$ cat config.mk
export PLATFORM = sky130hd
export DESIGN_NAME = filtro_iir_seq
export DESIGN_NICKNAME = d
export VERILOG_FILES = /design/src/rtl/filtro_iir_seq.sv
export SDC_FILE = /design/constraint.sdc
export NUM_CORES = 2
export LEC_CHECK = 0
export BUFFER_PORTS_ARGS = -buffer_cell sky130_fd_sc_hd__buf_4
export CAP_MARGIN = 20
export CORE_UTILIZATION = 50
export DETAILED_ROUTE_END_ITERATION = 10
export PLACE_DENSITY = 0.77
export REMOVE_ABC_BUFFERS = 1
export SYNTH_ARGS = -nofsm -noshare
export SYNTH_HDL_FRONTEND = slang
export SYNTH_SLANG_ARGS = --single-unit
export TNS_END_PERCENT = 100
$ cat constraint.sdc
create_clock -name clk -period 10.25 [get_ports clk]
set_input_delay 1.5375 -clock clk [delete_from_list [all_inputs] [get_ports clk]]
set_output_delay 1.5375 -clock clk [all_outputs]
set_load 0.005 [all_outputs]
$ cat src/rtl/filtro_iir_seq.sv
// rtl/filtro_iir_seq.sv - sequential biquad IIR engine, one MAC per ROM coefficient
// Walks the coefficient ROM through b0,b1,b2,-a1,-a2 and saturates once on output.
module filtro_iir_seq #(
  parameter int cant_bits = 25,
  parameter int frac_bits = 14
) (
  input  logic                        clk,
  input  logic                        reset,
  input  logic                        start,
  input  logic signed [cant_bits-1:0] x_in,
  output logic [3:0]                  sel_cte,
  input  logic signed [cant_bits-1:0] cte,
  output logic signed [cant_bits-1:0] y_out,
  output logic                        done,
  output logic                        busy
);

  localparam int W  = cant_bits;
  localparam int PW = 2 * cant_bits;
  localparam int AW = 2 * cant_bits + 3;

  localparam logic signed [AW-1:0] SAT_MAX = {{(AW-W+1){1'b0}}, {(W-1){1'b1}}};
  localparam logic signed [AW-1:0] SAT_MIN = {{(AW-W+1){1'b1}}, {(W-1){1'b0}}};

  typedef enum logic [2:0] {
    S_IDLE = 3'd0,
    S_M0   = 3'd1,
    S_M1   = 3'd2,
    S_M2   = 3'd3,
    S_M3   = 3'd4,
    S_M4   = 3'd5,
    S_OUT  = 3'd6
  } state_t;

  state_t                state_q, state_d;
  logic signed [AW-1:0]  acc_q, acc_d;
  logic signed [W-1:0]   x0_q, x0_d, x1_q, x1_d, x2_q, x2_d;
  logic signed [W-1:0]   y1_q, y1_d, y2_q, y2_d;
  logic signed [W-1:0]   yo_q, yo_d;
  logic                  done_q, done_d;
  logic                  busy_q, busy_d;
  logic [3:0]            sel_q, sel_d;

  logic signed [W-1:0]   op;
  logic signed [PW-1:0]  cte_ext, op_ext, prod;
  logic signed [AW-1:0]  prod_ext, shifted;
  logic signed [W-1:0]   r_sat;

  // Select is decoded from the next state so it is a clean register output.
  function automatic logic [3:0] sel_of(input state_t s);
    case (s)
      S_M0:    sel_of = 4'b0101;
      S_M1:    sel_of = 4'b0110;
      S_M2:    sel_of = 4'b0111;
      S_M3:    sel_of = 4'b0001;
      S_M4:    sel_of = 4'b0010;
      default: sel_of = 4'b0000;
    endcase
  endfunction

  always_comb begin
    op = '0;
    case (state_q)
      S_M0:    op = x0_q;
      S_M1:    op = x1_q;
      S_M2:    op = x2_q;
      S_M3:    op = y1_q;
      S_M4:    op = y2_q;
      default: op = '0;
    endcase
  end

  assign cte_ext  = {{W{cte[W-1]}}, cte};
  assign op_ext   = {{W{op[W-1]}}, op};
  assign prod     = cte_ext * op_ext;
  assign prod_ext = {{(AW-PW){prod[PW-1]}}, prod};

  // Arithmetic shift floors toward -inf; clamp happens on the full-width value.
  assign shifted = acc_q >>> frac_bits;

  always_comb begin
    r_sat = shifted[W-1:0];
    if (shifted > SAT_MAX) begin
      r_sat = SAT_MAX[W-1:0];
    end else if (shifted < SAT_MIN) begin
      r_sat = SAT_MIN[W-1:0];
    end
  end

  always_comb begin
    state_d = state_q;
    acc_d   = acc_q;
    x0_d    = x0_q;
    x1_d    = x1_q;
    x2_d    = x2_q;
    y1_d    = y1_q;
    y2_d    = y2_q;
    yo_d    = yo_q;
    done_d  = 1'b0;
    busy_d  = busy_q;
    case (state_q)
      S_IDLE: begin
        if (start) begin
          x0_d    = x_in;
          acc_d   = '0;
          busy_d  = 1'b1;
          state_d = S_M0;
        end
      end
      S_M0: begin
        acc_d   = acc_q + prod_ext;
        state_d = S_M1;
      end
      S_M1: begin
        acc_d   = acc_q + prod_ext;
        state_d = S_M2;
      end
      S_M2: begin
        acc_d   = acc_q + prod_ext;
        state_d = S_M3;
      end
      S_M3: begin
        acc_d   = acc_q + prod_ext;
        state_d = S_M4;
      end
      S_M4: begin
        acc_d   = acc_q + prod_ext;
        state_d = S_OUT;
      end
      S_OUT: begin
        yo_d    = r_sat;
        x2_d    = x1_q;
        x1_d    = x0_q;
        y2_d    = y1_q;
        y1_d    = r_sat;
        done_d  = 1'b1;
        busy_d  = 1'b0;
        state_d = S_IDLE;
      end
      default: state_d = S_IDLE;
    endcase
    sel_d = sel_of(state_d);
  end

  always_ff @(posedge clk) begin
    if (reset) begin
      state_q <= S_IDLE;
      acc_q   <= '0;
      x0_q    <= '0;
      x1_q    <= '0;
      x2_q    <= '0;
      y1_q    <= '0;
      y2_q    <= '0;
      yo_q    <= '0;
      done_q  <= 1'b0;
      busy_q  <= 1'b0;
      sel_q   <= 4'b0000;
    end else begin
      state_q <= state_d;
      acc_q   <= acc_d;
      x0_q    <= x0_d;
      x1_q    <= x1_d;
      x2_q    <= x2_d;
      y1_q    <= y1_d;
      y2_q    <= y2_d;
      yo_q    <= yo_d;
      done_q  <= done_d;
      busy_q  <= busy_d;
      sel_q   <= sel_d;
    end
  end

  assign sel_cte = sel_q;
  assign y_out   = yo_q;
  assign done    = done_q;
  assign busy    = busy_q;

endmodule

==> results.tsv <==
metric	value	unit
outcome	finished with violations	
violations	DRC	
wl_per_cell	18.42	um
min_to	y2_q[20]	
cts_hold_buf	0	
p_switching	1444	uW
power.internal	1867	uW
worstReg2RegEnd	acc_q[51]	
seq_area	3725	um^2
std_cell_rows	94	
p_seq_share	25.6	%
cp.arrival	9.83	ns
place_congestion	0.9709	
fin_setup_tns	0	ns
fmax	105.6	MHz
synth_ff_type	dfxtp_1	
irDropWorstVdd	0.1123	mV
numCtsBuffers	17	
cpPeakStageDelay	1.02	ns
path_cells	nand2_1 > o21ai_0 > a221o_1 > buf_4 > nand2_1 > inv_1 > fa_1 > fa_1 > fa_1 > fa_1 > fa_1 > fa_1 > inv_1 > fa_1 > inv_1 > ha_1 > and3_1 > nand2_1 > o41ai_1 > o21ai_0 > and3b_1 > o31ai_1	
path_clk_slew	0.08	ns
area_growth	6.027	%
n_fill_cell	5866	
min_path_cells	2	
grt_pass1_vias	26870	
track_usage	26.44	%
critical-path-top-delay-family	adder cells	
worstHoldPathType	reg2reg	
r2r_setup_slack	0.78	ns
hold_start	y2_q[20]	
rr_worst_depth	22	
detail_route.first_pass.iterations	10	
endpoint_kind	flop	
crit_buf_inv	4	
nets	4744	
ys_seq_area_share	11.07	%
syn_avg_cell_area	8.809	um^2
cts_resized	0	
post_cts_buffers	0	
io_buffers	82	
tightest_slew	1.068	ns
p_leak	0.01800	uW
cpMaxStageDelayCell	fa_1	
post-route-util	53.85	%
drc	3	
ios	84	
grt_pass1_wl	141.0	mm
core-area	66220	um^2
p_per_area	92.86	nW/um^2
start_kind	flop	
drv_cap	0	
rr_startpoint	state_q[2]	
worst_path_most_repeated_cell	fa_1	
overflow	0	
clock_sinks	186	
synthArstFlopShare	0	%
dpl-instance-area	34980	um^2
floorplan.die_area	68310	um^2
hpwl	69.13	mm
grt_max_degree	101	
dr_total_vias	25287	
yosysWarningCount	0	
initial_core_util	50.79	%
initialDrtViolationCount	1718	
clockPowerShare	22.7	%
ant_nets	0	
grt_setup_unrepaired	no	
drive_gt1_share	5.075	%
die_y	261.4	um
dieWidth	261.4	um
power_frac_comb	51.7	%
cts-root-buf	clkbuf_16	
antenna_found_initial	0	
clk_latency	0.45	ns
avgViaCountPerCell	5.442	
period_share	92.35	%
worst-setup-path-type	reg2reg	
yosys_register_bits	186	
syn_inst	3818	
ys_types	78	
switching_share	43.62	%
clk_path_buf_depth	2	
hold_viol	0	
required	10.61	ns
cts_tree	built	
drt-total-wl	85.60	mm
synth_edf_count	0	
setup_viol	0	
critical_path.max_fanout	25	
htree_levels	4	
relSlewSlack	28.78	%
finalClockSkew	0.01436	ns
syn-cell-area	33630	um^2
multi_input_area	25920	um^2
period_minus_slack	9.466	ns
fin_area	35660	um^2
num_antenna_cells	0	
finalMaxSlewViolations	0	
==> cell usage after synthesis (25+ instances only) <==
master | number | share of area, %
clkbuf_1 | 142 | 1.6
o21ai_0 | 66 | 0.98
inv_1 | 857 | 9.6
fa_1 | 746 | 44
a21oi_1 | 185 | 2.8
dfxtp_1 | 186 | 11
mux2i_1 | 31 | 0.92
xnor2_1 | 33 | 0.86
nor2_1 | 90 | 1.0
nand3_1 | 37 | 0.55
buf_2 | 50 | 0.74
nand2_1 | 676 | 7.5
ha_1 | 174 | 6.5
a221o_1 | 25 | 0.74
a21o_1 | 25 | 0.56
and2_1 | 257 | 4.8
a211oi_1 | 35 | 0.78
==> worst min-delay path: stages, from the launching register on <==
cell	delay, ns
dfxtp_1	0.31
nand2_1	0.05
a21oi_1	0.05
==> registers in the layout (all words and copies together) (netlist names) <==
signal   cells
busy         1
sel_cte      3
x0_q        25
done         1
x2_q        25
y2_q        25
y_out       25
state_q      3
acc_q       53
x1_q        25
==> layer usage <==
layer	GRT usage, %	wire, um	vias to the layer above
met1	33.73	34180	13064
met3	2.400	4409	147
met2	46.74	43720	773
li1	-	-	11303
met4	9.641	3288	0
met5	0	0	-
==> worst max path at each step <==
stage | startpoint | end | slack [ns] | cells past startpoint
6_report | state_q[2] | acc_q[51] | 0.78 | 22
5_1_grt | state_q[2] | acc_q[51] | 0.20 | 22
4_1_cts | state_q[2] | acc_q[51] | 0.87 | 22
3_5_place_dp | state_q[1] | acc_q[51] | 0.94 | 23
3_3_place_gp | state_q[2] | acc_q[51] | 1.05 | 21
2_1_floorplan | state_q[0] | acc_q[50] | 1.05 | 22
==> per-stage QoR <==
stage / setup slack (ns) / power [uW] / hold WS (ns) / cells
5_1_grt: 0.2035 / 3584 / 0.4735 / 4647
4_1_cts: 0.8686 / 3321 / 0.4564 / 4646
2_1_floorplan: 1.053 / 2021 / 0.4300 / 3618
3_3_place_gp: 1.049 / 2542 / 0.4404 / 4613
3_5_place_dp: 0.9410 / 2568 / 0.4466 / 4615
6_report: 0.7838 / 3311 / 0.4573 / 4647
==> cell usage in the layout (no fill, tap or decap), types with 10 or more instances in the layout <==
cell type / instances
and2_1: 257
buf_4: 131
ha_1: 174
nand2_1: 676
a211oi_1: 35
inv_1: 857
fa_1: 746
xor2_1: 14
nor2_1: 88
and3_1: 13
a31oi_1: 10
a21o_1: 25
dfxtp_1: 185
xnor2_1: 33
nand3_1: 37
clkbuf_16: 18
mux2i_1: 31
nand4_1: 14
a221o_1: 25
a21oi_1: 185
nor3_1: 14
o21ai_0: 66
==> power groups by stage <==
| stage | clock network [uW] | logic (uW) | registers (uW) |
|---|---|---|---|
| after detailed placement | 0 | 1710 | 861 |
| after floorplan | 0 | 1190 | 828 |
| after global routing | 786 | 1950 | 851 |
| after global placement | 0 | 1680 | 862 |
| after CTS | 754 | 1720 | 845 |
| final | 753 | 1710 | 846 |
==> cells by family after synthesis <==
kind of cell	synth area share (%)
simple gates	15.72
buf+inv	12.03
other cells	0.01115
mux	0.9226
flops	11.07
xor+xnor	1.224
compound gates	8.143
fa+ha+maj	50.88
==> cell type report <==
class / count / share of cell area (%)
Multi-Input combinational cell: 2575 / 72.69
Sequential cell: 186 / 10.45
Inverter: 857 / 9.021
Tap cell: 864 / 3.031
Timing Repair Buffer: 134 / 2.982
Clock buffer: 19 / 1.242
Clock inverter: 12 / 0.5930
No activity file was read; power rests on OpenSTA's default activity.
